## config.mk

```make
export PLATFORM = sky130hd
export DESIGN_NAME = fft_out_demux
export DESIGN_NICKNAME = d
export VERILOG_FILES = /design/src/rtl/fft_pkg.sv /design/src/rtl/fft_out_map.sv /design/src/rtl/fft_out_demux.sv
export SDC_FILE = /design/constraint.sdc
export NUM_CORES = 1
export LEC_CHECK = 0
export ABC_CLOCK_PERIOD_IN_PS = 2300
export CAP_MARGIN = 20
export CORE_UTILIZATION = 29
export DETAILED_ROUTE_END_ITERATION = 12
export GPL_ROUTABILITY_DRIVEN = 0
export GPL_TIMING_DRIVEN = 0
export PLACE_DENSITY = 0.63
export SETUP_SLACK_MARGIN = 0.2
export SLEW_MARGIN = 20
export SYNTH_ARGS = -nofsm -noshare
export SYNTH_HDL_FRONTEND = slang
export SYNTH_HIERARCHICAL = 1
export SYNTH_SLANG_ARGS = --single-unit
```

## constraint.sdc

```tcl
create_clock -name clk -period 2.3 [get_ports clk]
set_input_delay 0.23 -clock clk [delete_from_list [all_inputs] [get_ports clk]]
set_output_delay 0.23 -clock clk [all_outputs]
set_load 0.01 [all_outputs]
```

## src/rtl/fft_pkg.sv

```systemverilog
// Shared FFT definitions: radix encoding, lane-to-bank map tables and per-radix
// write-enable masks, used by both the read-side mux and the write-back demux.
package fft_pkg;

    localparam int NUM_LANES = 12;
    localparam int NUM_BANKS = 8;

    typedef enum logic [2:0] {
        P2 = 3'd2,
        P3 = 3'd3,
        P4 = 3'd4,
        P5 = 3'd5,
        P7 = 3'd7
    } fft_point_e;

    // Entry b is the lane index feeding bank b, packed as {b7, b6, ..., b0}.
    // Unused banks point at lane 0; their write enable is masked off.
    typedef logic [NUM_BANKS-1:0][3:0] bank_map_t;

    localparam bank_map_t MAP_P7 = {4'd0, 4'd2, 4'd6, 4'd3, 4'd4, 4'd5, 4'd1, 4'd0};
    localparam bank_map_t MAP_P5 = {4'd0, 4'd0, 4'd0, 4'd2, 4'd3, 4'd4, 4'd1, 4'd0};
    localparam bank_map_t MAP_P4 = {4'd0, 4'd0, 4'd0, 4'd0, 4'd6, 4'd2, 4'd5, 4'd1};
    localparam bank_map_t MAP_P3 = {4'd0, 4'd0, 4'd6, 4'd5, 4'd7, 4'd2, 4'd1, 4'd0};
    localparam bank_map_t MAP_P2 = {4'd11, 4'd10, 4'd9, 4'd8, 4'd6, 4'd5, 4'd2, 4'd1};

    localparam logic [NUM_BANKS-1:0] WR_EN_P7   = 8'h7F;
    localparam logic [NUM_BANKS-1:0] WR_EN_P5   = 8'h1F;
    localparam logic [NUM_BANKS-1:0] WR_EN_P4   = 8'h0F;
    localparam logic [NUM_BANKS-1:0] WR_EN_P3   = 8'h3F;
    localparam logic [NUM_BANKS-1:0] WR_EN_P2M1 = 8'hFF;
    localparam logic [NUM_BANKS-1:0] WR_EN_P2M0 = 8'h3F;

    function automatic logic point_legal(input logic [2:0] point);
        case (point)
            P2, P3, P4, P5, P7: return 1'b1;
            default:            return 1'b0;
        endcase
    endfunction

endpackage

```

## src/rtl/fft_out_map.sv

```systemverilog
// Combinational lane-to-bank reindex for the write-back path, plus the bank
// write-enable mask for the selected radix (all zero for an illegal radix).
module fft_out_map
    import fft_pkg::*;
#(
    parameter int DATA_WIDTH = 16
) (
    input  logic [2:0]                           point,
    input  logic                                 point_2_mode,
    input  logic [NUM_LANES-1:0][DATA_WIDTH-1:0] lanes,
    output logic [NUM_BANKS-1:0][DATA_WIDTH-1:0] banks,
    output logic [NUM_BANKS-1:0]                 wr_en
);

    bank_map_t map;

    // NOTE: every output of a combinational block gets a default first, so no path leaves a latch.
    always_comb begin
        map   = '0;
        wr_en = '0;
        case (point)
            P7: begin map = MAP_P7; wr_en = WR_EN_P7; end
            P5: begin map = MAP_P5; wr_en = WR_EN_P5; end
            P4: begin map = MAP_P4; wr_en = WR_EN_P4; end
            P3: begin map = MAP_P3; wr_en = WR_EN_P3; end
            P2: begin
                map   = MAP_P2;
                wr_en = point_2_mode ? WR_EN_P2M1 : WR_EN_P2M0;
            end
            default: ;
        endcase
        for (int b = 0; b < NUM_BANKS; b++) begin
            banks[b] = lanes[map[b]];
        end
    end

endmodule

```

## src/rtl/fft_out_demux.sv

```systemverilog
// FFT write-back demux: reindexes the 12 PE output lanes onto the 8 bank write
// ports through a 1-entry output register, sequencing one frame per start pulse.
module fft_out_demux
    import fft_pkg::*;
#(
    parameter int DATA_WIDTH = 16,
    parameter int ADDR_WIDTH = 6,
    parameter int LEN_WIDTH  = 7
) (
    input  logic                  clk,
    input  logic                  rst_n,
    input  logic                  start,
    input  logic [2:0]            point,
    input  logic                  point_2_mode,
    input  logic [ADDR_WIDTH-1:0] base_addr,
    input  logic [LEN_WIDTH-1:0]  frame_len,
    input  logic                  in_valid,
    output logic                  in_ready,
    input  logic [DATA_WIDTH-1:0] FFT_OUT_0,
    input  logic [DATA_WIDTH-1:0] FFT_OUT_1,
    input  logic [DATA_WIDTH-1:0] FFT_OUT_2,
    input  logic [DATA_WIDTH-1:0] FFT_OUT_3,
    input  logic [DATA_WIDTH-1:0] FFT_OUT_4,
    input  logic [DATA_WIDTH-1:0] FFT_OUT_5,
    input  logic [DATA_WIDTH-1:0] FFT_OUT_6,
    input  logic [DATA_WIDTH-1:0] FFT_OUT_7,
    input  logic [DATA_WIDTH-1:0] FFT_OUT_8,
    input  logic [DATA_WIDTH-1:0] FFT_OUT_9,
    input  logic [DATA_WIDTH-1:0] FFT_OUT_10,
    input  logic [DATA_WIDTH-1:0] FFT_OUT_11,
    input  logic                  mem_ready,
    output logic [NUM_BANKS-1:0]  mem_wr_en,
    output logic [ADDR_WIDTH-1:0] mem_addr,
    output logic [DATA_WIDTH-1:0] mem_IN_0,
    output logic [DATA_WIDTH-1:0] mem_IN_1,
    output logic [DATA_WIDTH-1:0] mem_IN_2,
    output logic [DATA_WIDTH-1:0] mem_IN_3,
    output logic [DATA_WIDTH-1:0] mem_IN_4,
    output logic [DATA_WIDTH-1:0] mem_IN_5,
    output logic [DATA_WIDTH-1:0] mem_IN_6,
    output logic [DATA_WIDTH-1:0] mem_IN_7,
    output logic                  busy,
    output logic                  frame_done,
    output logic                  cfg_err
);

    typedef enum logic [1:0] {S_IDLE, S_RUN, S_DRAIN} state_e;

    state_e                              state_q, state_d;
    logic [2:0]                          cfg_point;
    logic                                cfg_mode;
    logic [LEN_WIDTH-1:0]                cfg_last;
    logic [LEN_WIDTH-1:0]                beat_cnt;
    logic [ADDR_WIDTH-1:0]               addr_ptr;
    logic                                out_vld;
    logic [NUM_BANKS-1:0]                wr_en_q;
    logic [NUM_BANKS-1:0][DATA_WIDTH-1:0] data_q;
    logic [NUM_LANES-1:0][DATA_WIDTH-1:0] lanes;
    logic [NUM_BANKS-1:0][DATA_WIDTH-1:0] map_banks;
    logic [NUM_BANKS-1:0]                map_wr_en;
    logic                                accept;
    logic                                last_beat;

    assign lanes = {FFT_OUT_11, FFT_OUT_10, FFT_OUT_9, FFT_OUT_8, FFT_OUT_7, FFT_OUT_6,
                    FFT_OUT_5,  FFT_OUT_4,  FFT_OUT_3, FFT_OUT_2, FFT_OUT_1, FFT_OUT_0};

    fft_out_map #(.DATA_WIDTH(DATA_WIDTH)) u_map (
        .point        (cfg_point),
        .point_2_mode (cfg_mode),
        .lanes        (lanes),
        .banks        (map_banks),
        .wr_en        (map_wr_en)
    );

    // The output register may refill in the same cycle the banks drain it.
    assign in_ready  = (state_q == S_RUN) && (!out_vld || mem_ready);
    assign accept    = in_valid && in_ready;
    assign last_beat = (beat_cnt == cfg_last);
    assign busy      = (state_q != S_IDLE);
    assign mem_wr_en = out_vld ? wr_en_q : '0;

    assign {mem_IN_7, mem_IN_6, mem_IN_5, mem_IN_4,
            mem_IN_3, mem_IN_2, mem_IN_1, mem_IN_0} = data_q;

    always_comb begin
        state_d = state_q;
        case (state_q)
            S_IDLE:  if (start) state_d = S_RUN;
            S_RUN:   if (accept && last_beat) state_d = S_DRAIN;
            S_DRAIN: if (!out_vld || mem_ready) state_d = S_IDLE;
            default: state_d = S_IDLE;
        endcase
    end

    // NOTE: state registers use non-blocking assignments so every flop samples pre-edge values.
    always_ff @(posedge clk or negedge rst_n) begin
        if (!rst_n) begin
            state_q    <= S_IDLE;
            cfg_point  <= '0;
            cfg_mode   <= 1'b0;
            cfg_last   <= '0;
            beat_cnt   <= '0;
            addr_ptr   <= '0;
            out_vld    <= 1'b0;
            wr_en_q    <= '0;
            data_q     <= '0;
            mem_addr   <= '0;
            frame_done <= 1'b0;
            cfg_err    <= 1'b0;
        end else begin
            state_q    <= state_d;
            frame_done <= (state_q == S_DRAIN) && (state_d == S_IDLE);

            if (start) begin
                if (state_q == S_IDLE) begin
                    cfg_point <= point;
                    cfg_mode  <= point_2_mode;
                    cfg_last  <= (frame_len == '0) ? '0 : frame_len - LEN_WIDTH'(1);
                    beat_cnt  <= '0;
                    addr_ptr  <= base_addr;
                    cfg_err   <= !point_legal(point);
                end else begin
                    cfg_err <= 1'b1;
                end
            end

            if (accept) begin
                data_q   <= map_banks;
                wr_en_q  <= map_wr_en;
                mem_addr <= addr_ptr;
                addr_ptr <= addr_ptr + ADDR_WIDTH'(1);
                beat_cnt <= beat_cnt + LEN_WIDTH'(1);
                out_vld  <= 1'b1;
            end else if (mem_ready) begin
                out_vld <= 1'b0;
            end
        end
    end

endmodule

```

==> results of run 1 <==
==> cells by family (layout without fill, tap and decap cells) <==
family	count (synthesis)	in the layout	synth area share, %
other cells	0	4	0
xor+xnor	11	11	0.8434
simple gates	715	715	25.84
compound gates	260	260	15.19
fa+ha+maj	3	3	0.3286
flops	171	171	37.46
buf+inv	133	528	6.363
mux	134	134	13.98
==> power breakdown <==
part           total (mW)  leakage [nW]  switching, mW  internal, mW
registers            5.33          2.12          0.927          4.40
logic                13.5          5.01           7.39          6.13
clock network        2.97         0.280           1.34          1.63
total                21.8          7.41           9.65          12.2
==> path summary, 6_finish.rpt <==
| kind | endpoint | slack [ns] |
|---|---|---|
| max | mem_IN_2[12]$_DFFE_PN0P_ | 0.22 |
| min | cfg_last[1]$_DFFE_PN0P_ | 0.19 |
| max reg2reg | mem_IN_2[12]$_DFFE_PN0P_ | 0.22 |
| min reg2reg | wr_en_q[0]$_DFFE_PN0P_ | 0.48 |
| max in group asynchronous | mem_IN_5[11]$_DFFE_PN0P_ | 1.05 |
| min in group clk | cfg_mode$_DFFE_PN0P_ | 0.31 |
==> synthesized netlist by cell type, drive strengths merged (16+ instances only) <==
cell type  number
buf            87
nor3           16
a21oi          34
nor2           29
o21ai          99
mux2i          65
nand2b         39
mux2           54
dfrtp         171
clkbuf         37
a221o          18
nand2         587
==> critical path: stages, from the launching register on <==
cell and delay (ns):
dfrtp_1 0.37, buf_4 0.19, clkbuf_4 0.28, buf_2 0.30, buf_2 0.33, o221ai_1 0.19, nand2_1 0.21, nand2_1 0.07
==> through the flow <==
stage / instance area [µm²] / utilization (%) / hold WS, ns
finish: 16530 / 42.67 / 0.1889
global route: 16530 / 42.67 / 0.1904
CTS: 16420 / 42.39 / 0.1829
detailed placement: 15690 / 40.49 / 0.07528
global placement: 15630 / 40.34 / 0.4598
floorplan: 11420 / - / -0.06559
==> repair_timing <==
item                                    in CTS  in global routing
pin swaps                                    3                  2
buffers inserted                             6                  0
hold buffers                                 1                  0
resized for setup                           28                 47
hold endpoints to repair                    91                  0
cloned                                       0                  0
endpoints found under the setup margin      73                104
==> routing by layer <==
layer,vias up,global-route usage (%),wire [µm]
li1,5603,-,-
met3,131,6.818,5839
met2,832,42.71,24720
met4,2,11.86,2562
met1,5942,35.91,22300
met5,-,0,13
==> state kept, by name, indices dropped and copies added (netlist names), 8 cells and up <==
name / flops
mem_IN_6: 16
mem_IN_2: 16
wr_en_q: 8
mem_IN_0: 16
mem_IN_4: 16
mem_IN_3: 16
mem_IN_1: 16
mem_IN_5: 16
mem_IN_7: 16
==> final cells by class <==
type	instances	area share, %
well taps	518	3.921
plain buffers	124	4.671
inverters	9	0.2044
repair buffers	364	22.34
multi-input cells	1123	39.38
clock buffers	18	2.657
clock inverters	13	0.8706
flip-flops and latches	171	25.90
diodes	4	0.06056
==> run summary, run 1 <==
status - finished clean
# nets final - 2027
max_slew headroom - 36.98%
Post-Syn Area per Cell - 8.005 µm²
largest area contributor in the netlist - dfrtp_1
DRT Wirelength - 55440 µm
Cells after Synth - 1427
post-DR wirelength/cell - 23.65 µm
CP Data Arrival Time - 2.41 ns
fin worst setup slack - 0.2244 ns
Layout area overhead - 44.69%
Critical Path Start - cfg_point[2]$_DFFE_PN0P_
DRC Markers - 0
Req. time, crit path - 2.64 ns
Seq. cell area - 4280 µm²
Register-to-Register Path Depth - 7
launch point of the worst reg-to-reg path - cfg_point[2]$_DFFE_PN0P_
Max Slew Vio Count - 0
Die X - 200.5 µm
Antenna Nets Post-Route - 0
Via Count - 12510
Power Total - 21.82 mW
Non-Filler Instances - 2344
placed cells - 2302
drt first pass iters - 6
CTS Buf Count - 17
unrepaired setup endpoints after global routing - yes
die area - 40190 µm²
Root Buffer - clkbuf_16
initial antenna violation count - 6
Reg clk slew, reported paths - 0.07 ns
number of fill cells - 3928
power per cell area - 1320 nW/µm²
fin crit share - 90.24%
DP Worst Slack - -0.2188 ns
die height - 200.5 µm
setup tns final - 0 ns
fin crit period - 2.076 ns
top post-synthesis cells by area - dfrtp_1, nand2_1, mux2i_1
top cell type's share of synthesized area - 37.46%
Final Hold Fails - 0
CP Capture Type - flip-flop
max_cap viols - 0
Leakage - 7.409 nW
Worst IR Drop VDD - 0.7439 mV
HP Class - input port to asynchronous set/reset pin
Netlist cell types - 62
CTS tree - done
Post-synth ARST share - 100.0%
multi-input logic area - 6509 µm²
initial core utilization - 29.49%
core area - 38740 µm²
Via density - 5.337
sequential-to-total area share from yosys stat - 37.46%
All-Layer GR Usage - 27.38%
fmax - 0.4818 GHz
Post-Syn Area - 11420 µm²
CP max FO - 10
Worst Max-Slew Pin Slew - 0.9452 ns
Crit Path Class - flip-flop to flip-flop
share of cells above drive strength 1 - 13.45%
Setup Skew - 0.01038 ns
synthesized flop and latch total - 171
Yosys warnings - 6
crit start category - flip-flop
final setup fails - 0
vias in the first global route - 12101
I/O pin cnt - 360
largest net degree at the start of global routing - 81
Clock Path Buffers - 2
H-tree depth - 4
Net Count, Synth - 1644
first-pass GRT wire length - 81100 µm
clock sink count - 171
commonest non-fill, non-tap cells in the layout - nand2_1, clkdlybuf4s50_1, dfrtp_1
commonest non-fill, non-tap cell in the layout - nand2_1
Post-DP HPWL - 42450 µm
EDFF count, synth - 0
port bufs - 355
1st-iter DRT viols - 1434
Worst-Skew Late Latency - 0.45 ns
Rows - 72
grt ovf - 0
Post-synth top flop - dfrtp_1
No activity file was read; power rests on OpenSTA's default activity.
==> inputs of run 2 (changes only) <==
Settings changed: ABC_CLOCK_PERIOD_IN_PS 2300 to 2470, SKIP_LAST_GASP set to 1.
Clock period 2.3 ns to 2.47 ns, I/O delays scaled along.
==> run summary, run 2 (synthesis gave the netlist of run 1 again) <==
commonest non-fill, non-tap cells in the layout - nand2_1, clkdlybuf4s50_1, dfrtp_1
combinational group share of total power - 61.6% (-0.4 points)
switching power total - 8.954 mW (-7.2%)
1st-iter DRT viols - 1655 (+15%)
Register-to-Register Path Depth - 7 (unchanged)
fin crit share - 90.66% (+0.42 points)
CTS Buf Count - 17 (unchanged)
Crit Path Class - flip-flop to flip-flop
Power Internal - 11.18 mW (-8.1%)
crit start category - flip-flop
commonest non-fill, non-tap cell in the layout - nand2_1
Leakage - 7.348 nW (-0.83%)
CP Capture Type - flip-flop
Post-DP HPWL - 42450 µm (unchanged)
Via Count - 12489 (-0.17%)
Final Hold Fails - 0 (unchanged)
DRC Markers - 0 (unchanged)
Worst IR Drop VDD - 0.7212 mV (-3.1%)
# nets final - 2023 (-0.20%)
setup tns final - 0 ns (unchanged)
die height - 200.5 µm (unchanged)
drt first pass iters - 6 (unchanged)
initial core utilization - 29.49% (unchanged)
HP Class - input port to asynchronous set/reset pin
Root Buffer - clkbuf_16
die area - 40190 µm² (unchanged)
Die X - 200.5 µm (unchanged)
clock power share - 13.7% (about the same)
Reg clk slew, reported paths - 0.07 ns (about the same)
status - finished clean
launch point of the worst reg-to-reg path - cfg_point[0]$_DFFE_PN0P_
fmax - 0.4466 GHz (-7.3%)
power per cell area - 1228 nW/µm² (-7.0%)
Worst Max-Slew Pin Slew - 0.9564 ns (+0.01113 ns)
Worst path slowest cell - dfrtp_1
first-pass GRT wire length - 80870 µm (-0.28%)
Power Total - 20.13 mW (-7.7%)
CP Data Arrival Time - 2.57 ns (+0.16 ns)
Req. time, crit path - 2.80 ns (+0.16 ns)
RR Endpoint - mem_IN_2[12]$_DFFE_PN0P_
clock sink count - 171 (unchanged)
All-Layer GR Usage - 27.30% (-0.088 points)
Max Slew Vio Count - 0 (unchanged)
final setup fails - 0 (unchanged)
Seq pwr share - 24.7% (+0.3 points)
grt ovf - 0 (unchanged)
unrepaired setup endpoints after global routing - yes
vias in the first global route - 12045 (-0.46%)
core area - 38740 µm² (unchanged)
number of fill cells - 3938 (+0.25%)
register-to-register path setup slack - 0.23 ns (about the same)
Clock Path Buffers - 2 (unchanged)
Via density - 5.337 (about the same)
sw frac - 44.48% (+0.24 points)
CTS tree - done
fin crit period - 2.239 ns (+0.1638 ns)
share of cells above drive strength 1 - 12.21% (-1.2 points)
Rows - 72 (unchanged)
largest net degree at the start of global routing - 81 (unchanged)
DRT Wirelength - 55560 µm (+0.21%)
max_slew headroom - 36.24% (-0.74 points)
H-tree depth - 4 (unchanged)
Worst-Skew Late Latency - 0.45 ns (about the same)
Layout area overhead - 43.57%
CP max FO - 10 (unchanged)
multi-input logic area - 6472 µm² (-0.56%)
post-DR wirelength/cell - 23.74 µm (+0.39%)
CP max stage delay - 0.49 ns (+0.12 ns)
port bufs - 355 (unchanged)
I/O pin cnt - 360 (unchanged)
Critical Path Start - cfg_point[0]$_DFFE_PN0P_
max_cap viols - 0 (unchanged)
Setup Skew - 0.009510 ns (-0.0008729 ns)
Critical Path, Cell by Cell - buf_6 -> buf_2 -> buf_2 -> clkbuf_2 -> o221ai_1 -> nand2_1 -> nand2_1
Antenna Nets Post-Route - 0 (unchanged)
Seq. cell area - 4279 µm² (about the same)
initial antenna violation count - 6 (unchanged)
run 2: timing repair:
| action | 4_1_cts | 5_1_grt |
|---|---|---|
| gates resized for setup | 5 | 31 |
| hold buffers | 1 | 0 |
| hold endpoints to repair | 91 | 0 |
| endpoints found under the setup margin | 11 | 60 |
| setup buffers | 0 | 3 |
| pin swaps | 0 | 2 |
run 2: metal layers:
metal  track usage [%]  vias up  share of wire, %
met5                 0        -             0.023
met4             11.61        2               4.2
li1                  -     5589                 -
met2             42.47      880                45
met3             6.672      113                11
met1             36.03     5905                40
run 2: per-stage QoR:
step | area [µm²] | hold WS (ns) | worst slack (ns) | cells | utilization, %
2_1_floorplan | 11420 | -0.04859 | 0.7653 | 1427 | -
3_3_place_gp | 15630 | 0.4598 | -6.310 | 2300 | 40.34
3_5_place_dp | 15690 | 0.09229 | -0.04877 | 2302 | 40.49
4_1_cts | 16280 | 0.1999 | 0.2064 | 2333 | 42.04
5_1_grt | 16400 | 0.2074 | 0.1461 | 2340 | 42.34
6_report | 16400 | 0.2047 | 0.2306 | 2340 | 42.34
run 2: power by group through the flow:
stage                     sequential [mW]  combinational (mW)  clock (mW)
after floorplan                      5.31                6.36           0
after global placement               4.96                11.8           0
after detailed placement             4.99                11.9           0
after CTS                            4.96                12.0        2.84
after global routing                 5.13                13.2        2.93
final                                4.97                12.4        2.77
run 2: worst max path at each step:
stage | end | slack (ns) | cells after the start
5_1_grt | mem_IN_4[1]$_DFFE_PN0P_ | 0.15 | 9
2_1_floorplan | mem_IN_0[10]$_DFFE_PN0P_ | 0.77 | 7
3_3_place_gp | mem_IN_5[11]$_DFFE_PN0P_ | -6.31 | 1
6_report | mem_IN_2[12]$_DFFE_PN0P_ | 0.23 | 7
4_1_cts | mem_IN_2[11]$_DFFE_PN0P_ | 0.21 | 7
3_5_place_dp | wr_en_q[2]$_DFFE_PN0P_ | -0.05 | 8
run 2: worst max-delay path, delay by kind of cell (launching register included):
kind                   cells  cell delay (ns)
buffers and inverters      4             1.08
DFF                        1             0.49
AOI/OAI and AO/OA          1             0.22
and+or+nand+nor            2             0.32
run 2: layout make-up:
type | instances | share of cell area [%]
multi-input combinational | 1123 | 39.46
sequential | 171 | 26.09
timing repair buffer | 361 | 22.32
buffer | 123 | 4.348
tap | 518 | 3.952
clock buffer | 18 | 2.678
clock inverter | 13 | 0.8773
inverter | 9 | 0.2060
antenna | 4 | 0.06103
==> inputs of run 3 (changes only) <==
Settings changed: TNS_END_PERCENT set to 30.
==> run summary, run 3 (synthesis gave the netlist of run 1 again) <==
Setup Skew - 0.01051 ns (+0.001003 ns)
utilization after layout - 42.26% (-0.078 points)
Register-to-Register Path Depth - 8 (+1)
grt ovf - 0 (unchanged)
multi-input logic area - 6436 µm² (-0.56%)
placed cells - 2302 (unchanged)
clock sink count - 171 (unchanged)
DRT Wirelength - 55160 µm (-0.72%)
Antenna Nets Post-Route - 0 (unchanged)
Rows - 72 (unchanged)
launch point of the worst reg-to-reg path - cfg_point[2]$_DFFE_PN0P_
max_slew headroom - 38.48% (+2.2 points)
vias in the first global route - 12064 (+0.16%)
I/O pin cnt - 360 (unchanged)
Crit path top cell by count - buf_2
final setup fails - 0 (unchanged)
Crit Path Class - flip-flop to flip-flop
gr busiest metal - met2
CP max FO - 10 (unchanged)
initial antenna violation count - 6 (unchanged)
number of fill cells - 3942 (+0.10%)
first-pass GRT wire length - 80940 µm (about the same)
# nets final - 2024 (+0.049%)
DRC Markers - 0 (unchanged)
share of cells above drive strength 1 - 11.93% (-0.28 points)
Leakage - 7.339 nW (-0.12%)
register-to-register path setup slack - 0.18 ns (-0.05 ns)
1st-iter DRT viols - 1610 (-2.7%)
GRT met1 Usage - 35.79% (-0.24 points)
HP Class - input port to asynchronous set/reset pin
setup tns final - 0 ns (unchanged)
commonest non-fill, non-tap cell in the layout - nand2_1
met2 usage - 42.52% (+0.050 points)
Critical Path, Cell by Cell - buf_4 -> buf_2 -> buf_2 -> buf_2 -> a21oi_1 -> buf_4 -> nand2_1 -> nand2_1
drt first pass iters - 6 (unchanged)
CP Data Arrival Time - 2.63 ns (+0.06 ns)
post-DR wirelength/cell - 23.56 µm (-0.76%)
H-tree depth - 4 (unchanged)
Via Count - 12424 (-0.52%)
Req. time, crit path - 2.82 ns (+0.02 ns)
power per cell area - 1224 nW/µm² (-0.26%)
WHS - 0.2039 ns (-0.0007540 ns)
largest net degree at the start of global routing - 81 (unchanged)
fin crit share - 92.59% (+1.9 points)
Post-DP HPWL - 42450 µm (unchanged)
die height - 200.5 µm (unchanged)
port bufs - 355 (unchanged)
met3 Use GR - 6.899% (+0.23 points)
status - finished clean
Max Slew Vio Count - 0 (unchanged)
Root Buffer - clkbuf_16
CP max stage delay - 0.40 ns (-0.09 ns)
unrepaired setup endpoints after global routing - yes
Non-Filler Instances - 2341 (+0.043%)
Clock Path Buffers - 2 (unchanged)
fin crit period - 2.287 ns (+0.04765 ns)
Seq. cell area - 4279 µm² (unchanged)
DP Worst Slack - -0.04877 ns (unchanged)
initial core utilization - 29.49% (unchanged)
RR Endpoint - wr_en_q[1]$_DFFE_PN0P_
Worst Max-Slew Pin Slew - 0.9228 ns (-0.03355 ns)
crit path buf inv count - 5 (+1)
die area - 40190 µm² (unchanged)
fmax - 0.4373 GHz (-2.1%)
Die X - 200.5 µm (unchanged)
largest delay contributor family on the critical path - buffers and inverters
crit start category - flip-flop
All-Layer GR Usage - 27.31% (about the same)
CP Capture Type - flip-flop
fin worst setup slack - 0.1830 ns (-0.04765 ns)
CTS tree - done
Worst IR Drop VDD - 0.7197 mV (-0.20%)
max_cap viols - 0 (unchanged)
Worst path slowest cell - buf_2
Layout area overhead - 43.31%
Final Hold Fails - 0 (unchanged)
CTS Buf Count - 17 (unchanged)
core area - 38740 µm² (unchanged)
Via density - 5.307 (-0.56%)
Worst-Skew Late Latency - 0.45 ns (about the same)
Reg clk slew, reported paths - 0.07 ns (about the same)
commonest non-fill, non-tap cells in the layout - nand2_1, clkdlybuf4s50_1, dfrtp_1
[run 3: changes by cell type in the layout (fill, tap and decap cells not counted), sizes merged]
cell / before / now
buf: 88 / 86
clkbuf: 59 / 62
[run 3: where the power goes]
group	total (mW)	leakage, nW	internal [mW]	switching, mW
logic	12.3	4.93	5.54	6.78
registers	4.96	2.12	4.10	0.859
clock network	2.77	0.280	1.52	1.25
total	20.0	7.34	11.2	8.89
[run 3: worst max-delay path by stage]
stage | from | end | slack, ns | depth (start not counted)
after floorplan | cfg_point[0]$_DFFE_PN0P_ | mem_IN_0[10]$_DFFE_PN0P_ | 0.77 | 7
after global placement | rst_n | mem_IN_5[11]$_DFFE_PN0P_ | -6.31 | 1
after detailed placement | cfg_point[2]$_DFFE_PN0P_ | wr_en_q[2]$_DFFE_PN0P_ | -0.05 | 8
after CTS | cfg_point[1]$_DFFE_PN0P_ | mem_IN_4[1]$_DFFE_PN0P_ | 0.11 | 9
after global routing | cfg_point[1]$_DFFE_PN0P_ | mem_IN_2[9]$_DFFE_PN0P_ | 0.11 | 8
final | cfg_point[2]$_DFFE_PN0P_ | wr_en_q[1]$_DFFE_PN0P_ | 0.18 | 8
[run 3: final cells by class]
class                   instances  share of cell area, %
inverters                       9                 0.2064
flip-flops and latches        171                  26.14
clock inverters                13                 0.8789
diodes                          4                0.06114
multi-input cells            1123                  39.32
plain buffers                 124                  4.395
well taps                     518                  3.959
repair buffers                361                  22.36
clock buffers                  18                  2.683
[run 3: timing repair]
action	4_1_cts	5_1_grt
endpoints found under the setup margin	11	65
pin swaps	0	2
setup buffers	0	3
hold buffers	1	0
gates resized for setup	1	30
endpoints found under the hold margin	91	0
[run 3: metal layers]
layer  up-vias  wire length [µm]
li1       5599                 -
met1      5877             22180
met2       822             24450
met3       124              5973
met4         2              2535
met5         -                13
[run 3: metrics by stage]
stage                     power (mW)  area, µm²
after global routing           21.24      16370
final                          20.04      16370
after floorplan                11.67      11420
after global placement         16.80      15630
after detailed placement       16.93      15690
after CTS                      19.81      16280
[run 3: worst register-to-register path, stage by stage, from the launching register on]
cell,delay [ns]
dfrtp_1,0.37
buf_4,0.19
buf_2,0.34
buf_2,0.33
buf_2,0.40
a21oi_1,0.25
buf_4,0.21
nand2_1,0.05
nand2_1,0.05
